## src/rtl/inv_byte_permutation_unit_pkg.sv

```systemverilog
// Shared AES byte-permutation definitions: bank states, block size and the
// ShiftRows / InvShiftRows source-index mapping.
package inv_byte_permutation_unit_pkg;

  localparam int         BLOCK_BYTES = 16;
  localparam logic [3:0] LAST_IDX    = 4'(BLOCK_BYTES - 1);

  typedef enum logic [1:0] {
    BANK_EMPTY,
    BANK_FILLING,
    BANK_FULL,
    BANK_DRAINING
  } bank_state_e;

  // Output byte k (row k[1:0], col k[3:2]) is taken from the same row,
  // column shifted by the row number; 2-bit arithmetic gives the mod-4 wrap.
  function automatic logic [3:0] src_index(input logic [3:0] k, input logic inverse);
    logic [1:0] r;
    logic [1:0] c;
    logic [1:0] sc;
    r  = k[1:0];
    c  = k[3:2];
    sc = inverse ? (c - r) : (c + r);
    return {sc, r};
  endfunction

endpackage

```

## src/rtl/inv_byte_permutation_unit_bank.sv

```systemverilog
// 16x8 register bank: one synchronous write port, one combinational indexed read port.
module byte_bank_16 (
  input  logic       clk,
  input  logic       we,
  input  logic [3:0] waddr,
  input  logic [7:0] wdata,
  input  logic [3:0] raddr,
  output logic [7:0] rdata
);

  logic [7:0] mem [16];

  // Data is qualified by the bank state in the controller, so no reset here.
  always_ff @(posedge clk) begin
    if (we) mem[waddr] <= wdata;
  end

  assign rdata = mem[raddr];

endmodule

```

## src/rtl/inv_byte_permutation_unit.sv

```systemverilog
// Streaming (Inv)ShiftRows byte permuter: bytes in column-major order are
// buffered in two ping-pong banks and read back in permuted order.
module inv_byte_permutation_unit
  import inv_byte_permutation_unit_pkg::*;
#(
  parameter bit INVERSE = 1'b1
) (
  input  logic       clk,
  input  logic       rst,
  input  logic [7:0] in_byte,
  input  logic       in_valid,
  output logic       in_ready,
  output logic [7:0] out_byte,
  output logic       out_valid,
  input  logic       out_ready,
  output logic       out_last
);

  // ---------------- control ----------------
  bank_state_e state_q [2];
  bank_state_e state_d [2];
  logic [3:0]  wr_ptr;
  logic [3:0]  rd_ptr;
  logic        wr_sel;
  logic        rd_sel;
  logic        wr_fire;
  logic        rd_fire;

  assign in_ready  = (state_q[wr_sel] == BANK_EMPTY) || (state_q[wr_sel] == BANK_FILLING);
  assign out_valid = (state_q[rd_sel] == BANK_FULL)  || (state_q[rd_sel] == BANK_DRAINING);
  assign wr_fire   = in_valid  && in_ready;
  assign rd_fire   = out_valid && out_ready;

  // Write and read never target the same bank in one cycle: a bank that is
  // writable is by definition not readable.
  always_comb begin
    for (int b = 0; b < 2; b++) begin
      state_d[b] = state_q[b];
      if (wr_fire && (wr_sel == 1'(b)))
        state_d[b] = (wr_ptr == LAST_IDX) ? BANK_FULL : BANK_FILLING;
      if (rd_fire && (rd_sel == 1'(b)))
        state_d[b] = (rd_ptr == LAST_IDX) ? BANK_EMPTY : BANK_DRAINING;
    end
  end

  always_ff @(posedge clk or negedge rst) begin
    if (!rst) begin
      state_q[0] <= BANK_EMPTY;
      state_q[1] <= BANK_EMPTY;
      wr_ptr     <= 4'd0;
      rd_ptr     <= 4'd0;
      wr_sel     <= 1'b0;
      rd_sel     <= 1'b0;
    end else begin
      state_q[0] <= state_d[0];
      state_q[1] <= state_d[1];
      if (wr_fire) begin
        wr_ptr <= wr_ptr + 4'd1;
        if (wr_ptr == LAST_IDX) wr_sel <= ~wr_sel;
      end
      if (rd_fire) begin
        rd_ptr <= rd_ptr + 4'd1;
        if (rd_ptr == LAST_IDX) rd_sel <= ~rd_sel;
      end
    end
  end

  // ---------------- datapath ----------------
  logic [1:0][7:0] bank_rdata;
  logic [3:0]      rd_addr;

  assign rd_addr = src_index(rd_ptr, INVERSE);

  for (genvar b = 0; b < 2; b++) begin : g_bank
    byte_bank_16 u_bank (
      .clk   (clk),
      .we    (wr_fire && (wr_sel == 1'(b))),
      .waddr (wr_ptr),
      .wdata (in_byte),
      .raddr (rd_addr),
      .rdata (bank_rdata[b])
    );
  end

  assign out_byte = out_valid ? bank_rdata[rd_sel] : 8'h00;
  assign out_last = out_valid && (rd_ptr == LAST_IDX);

endmodule

```

## config.mk

```make
export PLATFORM = sky130hd
export DESIGN_NAME = inv_byte_permutation_unit
export DESIGN_NICKNAME = d
export VERILOG_FILES = /design/src/rtl/inv_byte_permutation_unit_pkg.sv /design/src/rtl/inv_byte_permutation_unit_bank.sv /design/src/rtl/inv_byte_permutation_unit.sv
export SDC_FILE = /design/constraint.sdc
export NUM_CORES = 1
export LEC_CHECK = 0
export ABC_AREA = 1
export CORE_MARGIN = 2
export CORE_UTILIZATION = 64
export CTS_CLUSTER_DIAMETER = 30
export DETAILED_ROUTE_END_ITERATION = 6
export GPL_TIMING_DRIVEN = 0
export PLACE_DENSITY = 0.82
export SLEW_MARGIN = 20
export SYNTH_ARGS = -nofsm -noshare
export SYNTH_HDL_FRONTEND = slang
export SYNTH_HIERARCHICAL = 1
export SYNTH_SLANG_ARGS = --single-unit
```

## constraint.sdc

```tcl
create_clock -name clk -period 5.53 [get_ports clk]
set_clock_uncertainty 0.1 [all_clocks]
set_input_delay 1.106 -clock clk [delete_from_list [all_inputs] [get_ports clk]]
set_output_delay 1.106 -clock clk [all_outputs]
set_load 0.05 [all_outputs]
```

Word level (Yosys, flattened, before mapping)
Memory sizes are Yosys's and may differ from the RTL's.
Index checks and enable logic that the tools add are counted.
{ "word_totals": {"reg_bits": 14, "latchBits": 0, "ramBits": 256, "mem_bits_ro": 0, "input_bits": 12, "output_inout_bits": 11, "n_memories": 2} }
{ "memory_table": {"columns": ["name", "depth", "width", "read_ports", "rd_ports_with_merged_regs", "write_ports", "line_no", "text"], "rows": [
  ["g_bank[0].u_bank.mem", 16, 8, 1, 0, 1, "inv_byte_permutation_unit_bank.sv:11", "logic [7:0] mem [16];"],
  ["g_bank[1].u_bank.mem", 16, 8, 1, 0, 1, "inv_byte_permutation_unit_bank.sv:11", null]
]} }
{ "classes": {"add_sub_neg": 3, "mul": 0, "n_div": 0, "order_cmp": 3, "eq_ne": 5, "shifts": 0, "n_mux": 19, "bitwise": 4, "n_reduce_logical": 14} }
{ "ops": {"columns": ["op", "count"], "rows": [
  ["2-bit 2-to-1 mux", 12],
  ["8-bit 2-to-1 mux", 3],
  ["4-bit by 1-bit adder with 4-bit output (second input constant)", 2],
  ["4-bit equality test (second input constant)", 2],
  ["1-bit logical AND", 7],
  ["2-bit equality test (second input constant)", 2],
  ["2-bit greater-or-equal comparator (second input constant)", 2],
  ["1-bit 2-to-1 mux", 4],
  ["1-bit inverter with 2-bit output", 2],
  ["2-bit AND reduction", 2],
  ["2-bit nonzero test", 2],
  ["2-bit by 1-bit equality test with 1-bit output (second input constant)", 1],
  ["2-bit logical NOT", 1],
  ["1-bit logical OR", 2],
  ["1-bit by 2-bit less-than comparator with 1-bit output (second input constant)", 1],
  ["1-bit inverter", 2],
  ["2-bit subtractor", 1]
]} }

Depth between registers and ports, before layout
{ "depth": {"ltp_word": 10, "ltp_mapped": 13, "depth_no_buf": 11} }

Cells and area by module
The synthesis kept the hierarchy.
{ "modules_own_cells": {"columns": ["module", "n_inst", "cells_per_inst", "area_per_inst_um2", "seq_area_each_um2"], "rows": [
  ["byte_bank_16", 2, 543, 5606.6, 3843.7],
  ["inv_byte_permutation_unit", 1, 136, 889.6, 300.3]
]} }

Least setup slack after synthesis
OpenSTA, ideal clock, no wires.
{ "synth_timing": {"kind": "register to output", "start": "register rd_ptr[0]", "end": "output out_byte[1]", "arrival_ps": 1946, "required_ps": 4324, "slack_ps": 2378, "stages_incl_launch_ff": 12, "path_buffers": 1, "cell_sequence": "dfrtp_1 > ha_1 > xnor2_1 > xor2_1 > buf_1 > inv_1 > nand3_1 > nand2_1 > nand2_1 > nand2_1 > nand2_1 > inv_1"} }
{ "synth_lines": {"columns": ["element", "line_no", "text"], "rows": [
  ["from (decl)", "inv_byte_permutation_unit.sv:23", "logic [3:0] rd_ptr;"],
  ["from (signal assigned)", "inv_byte_permutation_unit.sv:62", "rd_ptr <= rd_ptr + 4'd1;"],
  ["to (decl)", "inv_byte_permutation_unit.sv:13", "output logic [7:0] out_byte,"]
]} }

==> impl_metrics.yaml <==
clocking:
  clock-sinks: 268
  cts_tree: "done"
  postCtsHoldBufs: 0
  cts_resized: 0
  clk_latency_ns: 0.54
  path_clk_slew_ns: 0.06
  root_buffer: "clkbuf_16"
  cts_max_path_buffers: 3
  post_cts_buffers: 0
  h-tree-depth: 2
  numCtsBuffers: 48
placed_design:
  gp_congestion: 0.9203
  postPlaceCellArea_um2: 12580
  dp_hpwl_mm: 19.13
  port-buffer-count: 22
  place_ws_ns: 1.194
detailed_routing:
  drt_iter0_drc: 1276
  vias: 8873
  first_pass_iters: 6
  wl_per_cell_um: 19.62
  vias_per_cell: 5.670
  drc: 0
  antenna_left: 0
  wl_mm: 30.70
power:
  power_leakage_nw: 6.276
  power_density_nw_per_um2: 614.8
  switching_share_pct: 40.69
  power.share.clock_pct: 31.9
  power_frac_seq_pct: 27.0
  p_switching_w: 0.003534
  ir_drop_mv: 0.4495
  comb_power_share_pct: 41.1
  intPower_w: 0.005151
critical_path:
  crit_type: "flop to primary output"
  crit_arrival_ns: 3.78
  crit_fanout: 10
  worstSetupEndpointType: "primary output"
  crit_required_ns: 4.32
  start_kind: "flop"
sta:
  finalSetupViolCount: 0
  finalCritPeriodShare_pct: 90.13
  rsz0062_at_grt: "no"
  slew_violations: 0
  hold_viol: 0
  fin_tns_setup_ns: 0
  worst_slack_ns: 0.5459
  timing.slew.headroom_pct: 36.24
  worst_pin_slew_ns: 0.9529
  fmax_mhz: 200.6
  period_needed_ns: 4.984
layout:
  area_delta_synth_final_pct: 16.72
  regArea_um2: 7988
  diodes: 0
  final_nets: 1309
  multi_input_area_um2: 2887
  fillers: 1214
  final_util_pct: 75.77
  drive_gt1_share_pct: 10.59
  postLayoutCellArea_um2: 14130
floorplan:
  num_rows: 50
  core_um2: 18640
  dieHeight_um: 141.5
  die_w_um: 141.5
  die-area_um2: 20030
  initial_core_util_pct: 64.92
  ios: 23
yosys:
  synth_top_area_share_pct: 63.52
  ys_ff_latch: 268
  synth_cell_types: 25
  yosys.area.top_type: "edfxtp_1"
  synth_cells: 1222
  synth_area_leaders: "edfxtp_1 (64%), nand2_1 (13%), nand3_1 (8.3%), inv_1 (7.0%), dfrtp_1 (2.5%)"
  yosysSeqAreaShare_pct: 66.00
  syn-cell-area_um2: 12100
  synth_warnings: 6
  avgSynthCellArea_um2: 9.904
  syn_nets: 1237
grt:
  grt_usage_pct: 30.99
  grt_pass1_vias: 8602
  antenna_found_initial: 0
  grt_pass1_wl_mm: 46.03
  grt_max_degree: 33
  overflow: 0
outcome:
  status: "finished, final reports clean"
run:
  max_cap_violations: 0
worst_hold_path:
  worstHoldPathType: "flop to flop"
==> state kept, by name, summed over array words and instances (netlist names) <==
| signal | cells |
|---|---|
| g_bank.u_bank/mem | 256 |
| rd_ptr | 4 |
| wr_ptr | 4 |
| state_q | 2 |
| rd_sel | 1 |
| wr_sel | 1 |
==> worst paths after layout <==
kind	depth (start not counted)	slack, ns	from	to
max reg2reg	5	3.35	state_q[3]	g_bank[0].u_bank/mem[13][7]
min	2	0.44	wr_sel	wr_sel
max in group asynchronous	1	4.12	rst	rd_sel
min in group asynchronous	1	0.83	rst	wr_sel
min reg2reg	2	0.44	wr_sel	wr_sel
max	11	0.55	rd_ptr[0]	out_byte[3]
==> through the flow <==
step	hold slack [ns]	std cells	total power (W)
final	0.4386	1565	0.008685
after global routing	0.4971	1565	0.009031
after CTS	0.4400	1565	0.008590
after detailed placement	0.4157	1478	0.005806
after global placement	0.3982	1478	0.005776
after floorplan	0.3840	1222	0.004670
==> final cells by class <==
class,count,share of cell area (%)
Inverter,229,6.085
Multi-Input combinational cell,674,20.43
Clock buffer,54,8.813
Clock inverter,33,2.161
Buffer,51,2.613
Tap cell,234,2.073
Timing Repair Buffer,22,1.275
Sequential cell,268,56.55
==> power by group through the flow <==
| stage | Combinational [W] | Sequential [W] | Clock [W] |
|---|---|---|---|
| 2_1_floorplan | 0.00231 | 0.00236 | 0 |
| 3_3_place_gp | 0.00340 | 0.00238 | 0 |
| 3_5_place_dp | 0.00343 | 0.00238 | 0 |
| 4_1_cts | 0.00347 | 0.00234 | 0.00278 |
| 5_1_grt | 0.00380 | 0.00235 | 0.00288 |
| 6_report | 0.00357 | 0.00235 | 0.00277 |
==> critical path: stages (launching register included) <==
cell and delay [ns]:
dfrtp_1 0.53, ha_1 0.27, xnor2_1 0.18, xor2_1 0.36
buf_1 0.45, nand3_1 0.27, nand2_1 0.17, nand2_1 0.08
nand2_1 0.05, nand2_1 0.05, inv_1 0.06, clkdlybuf4s50_1 0.79
==> cell families after synthesis <==
| kind of cell | Yosys count | synth area share [%] |
|---|---|---|
| buf+inv | 280 | 10.15 |
| compound gates | 5 | 0.2377 |
| xor+xnor | 5 | 0.3619 |
| simple gates | 661 | 22.94 |
| flops | 268 | 66.00 |
| fa+ha+maj | 3 | 0.3102 |
==> synthesized netlist by cell type, drive strengths merged <==
library cell	count
nand2	411
edfxtp	256
inv	229
nand3	202
buf	50
nor2	41
dfrtp	12
nand3b	4
o21ai	4
ha	3
nand4	3
xnor2	3
xor2	2
a21oi	1
clkbuf	1
==> layout by cell type, fill, tap and decap left out, types with 4 or more instances in the layout <==
cell and n:
nand2_1 408, edfxtp_1 256, inv_1 225, nand3_1 201, clkbuf_16 49, nor2_1 40
buf_2 34, buf_6 14, clkdlybuf4s50_1 14, dfrtp_1 12, clkinv_1 8, buf_4 8
clkinv_2 7, inv_6 6, clkbuf_1 5, clkinvlp_4 4, bufinv_16 4, inv_2 4
nand3b_1 4
==> per-layer routing <==
metal	global-route usage (%)	up-vias	part of all wire [%]
met5	0	-	0
met4	12.16	0	3.1
met3	6.750	84	12
met2	48.39	557	46
met1	43.22	4167	39
li1	-	4065	-
(Power assumes the default switching activity.)
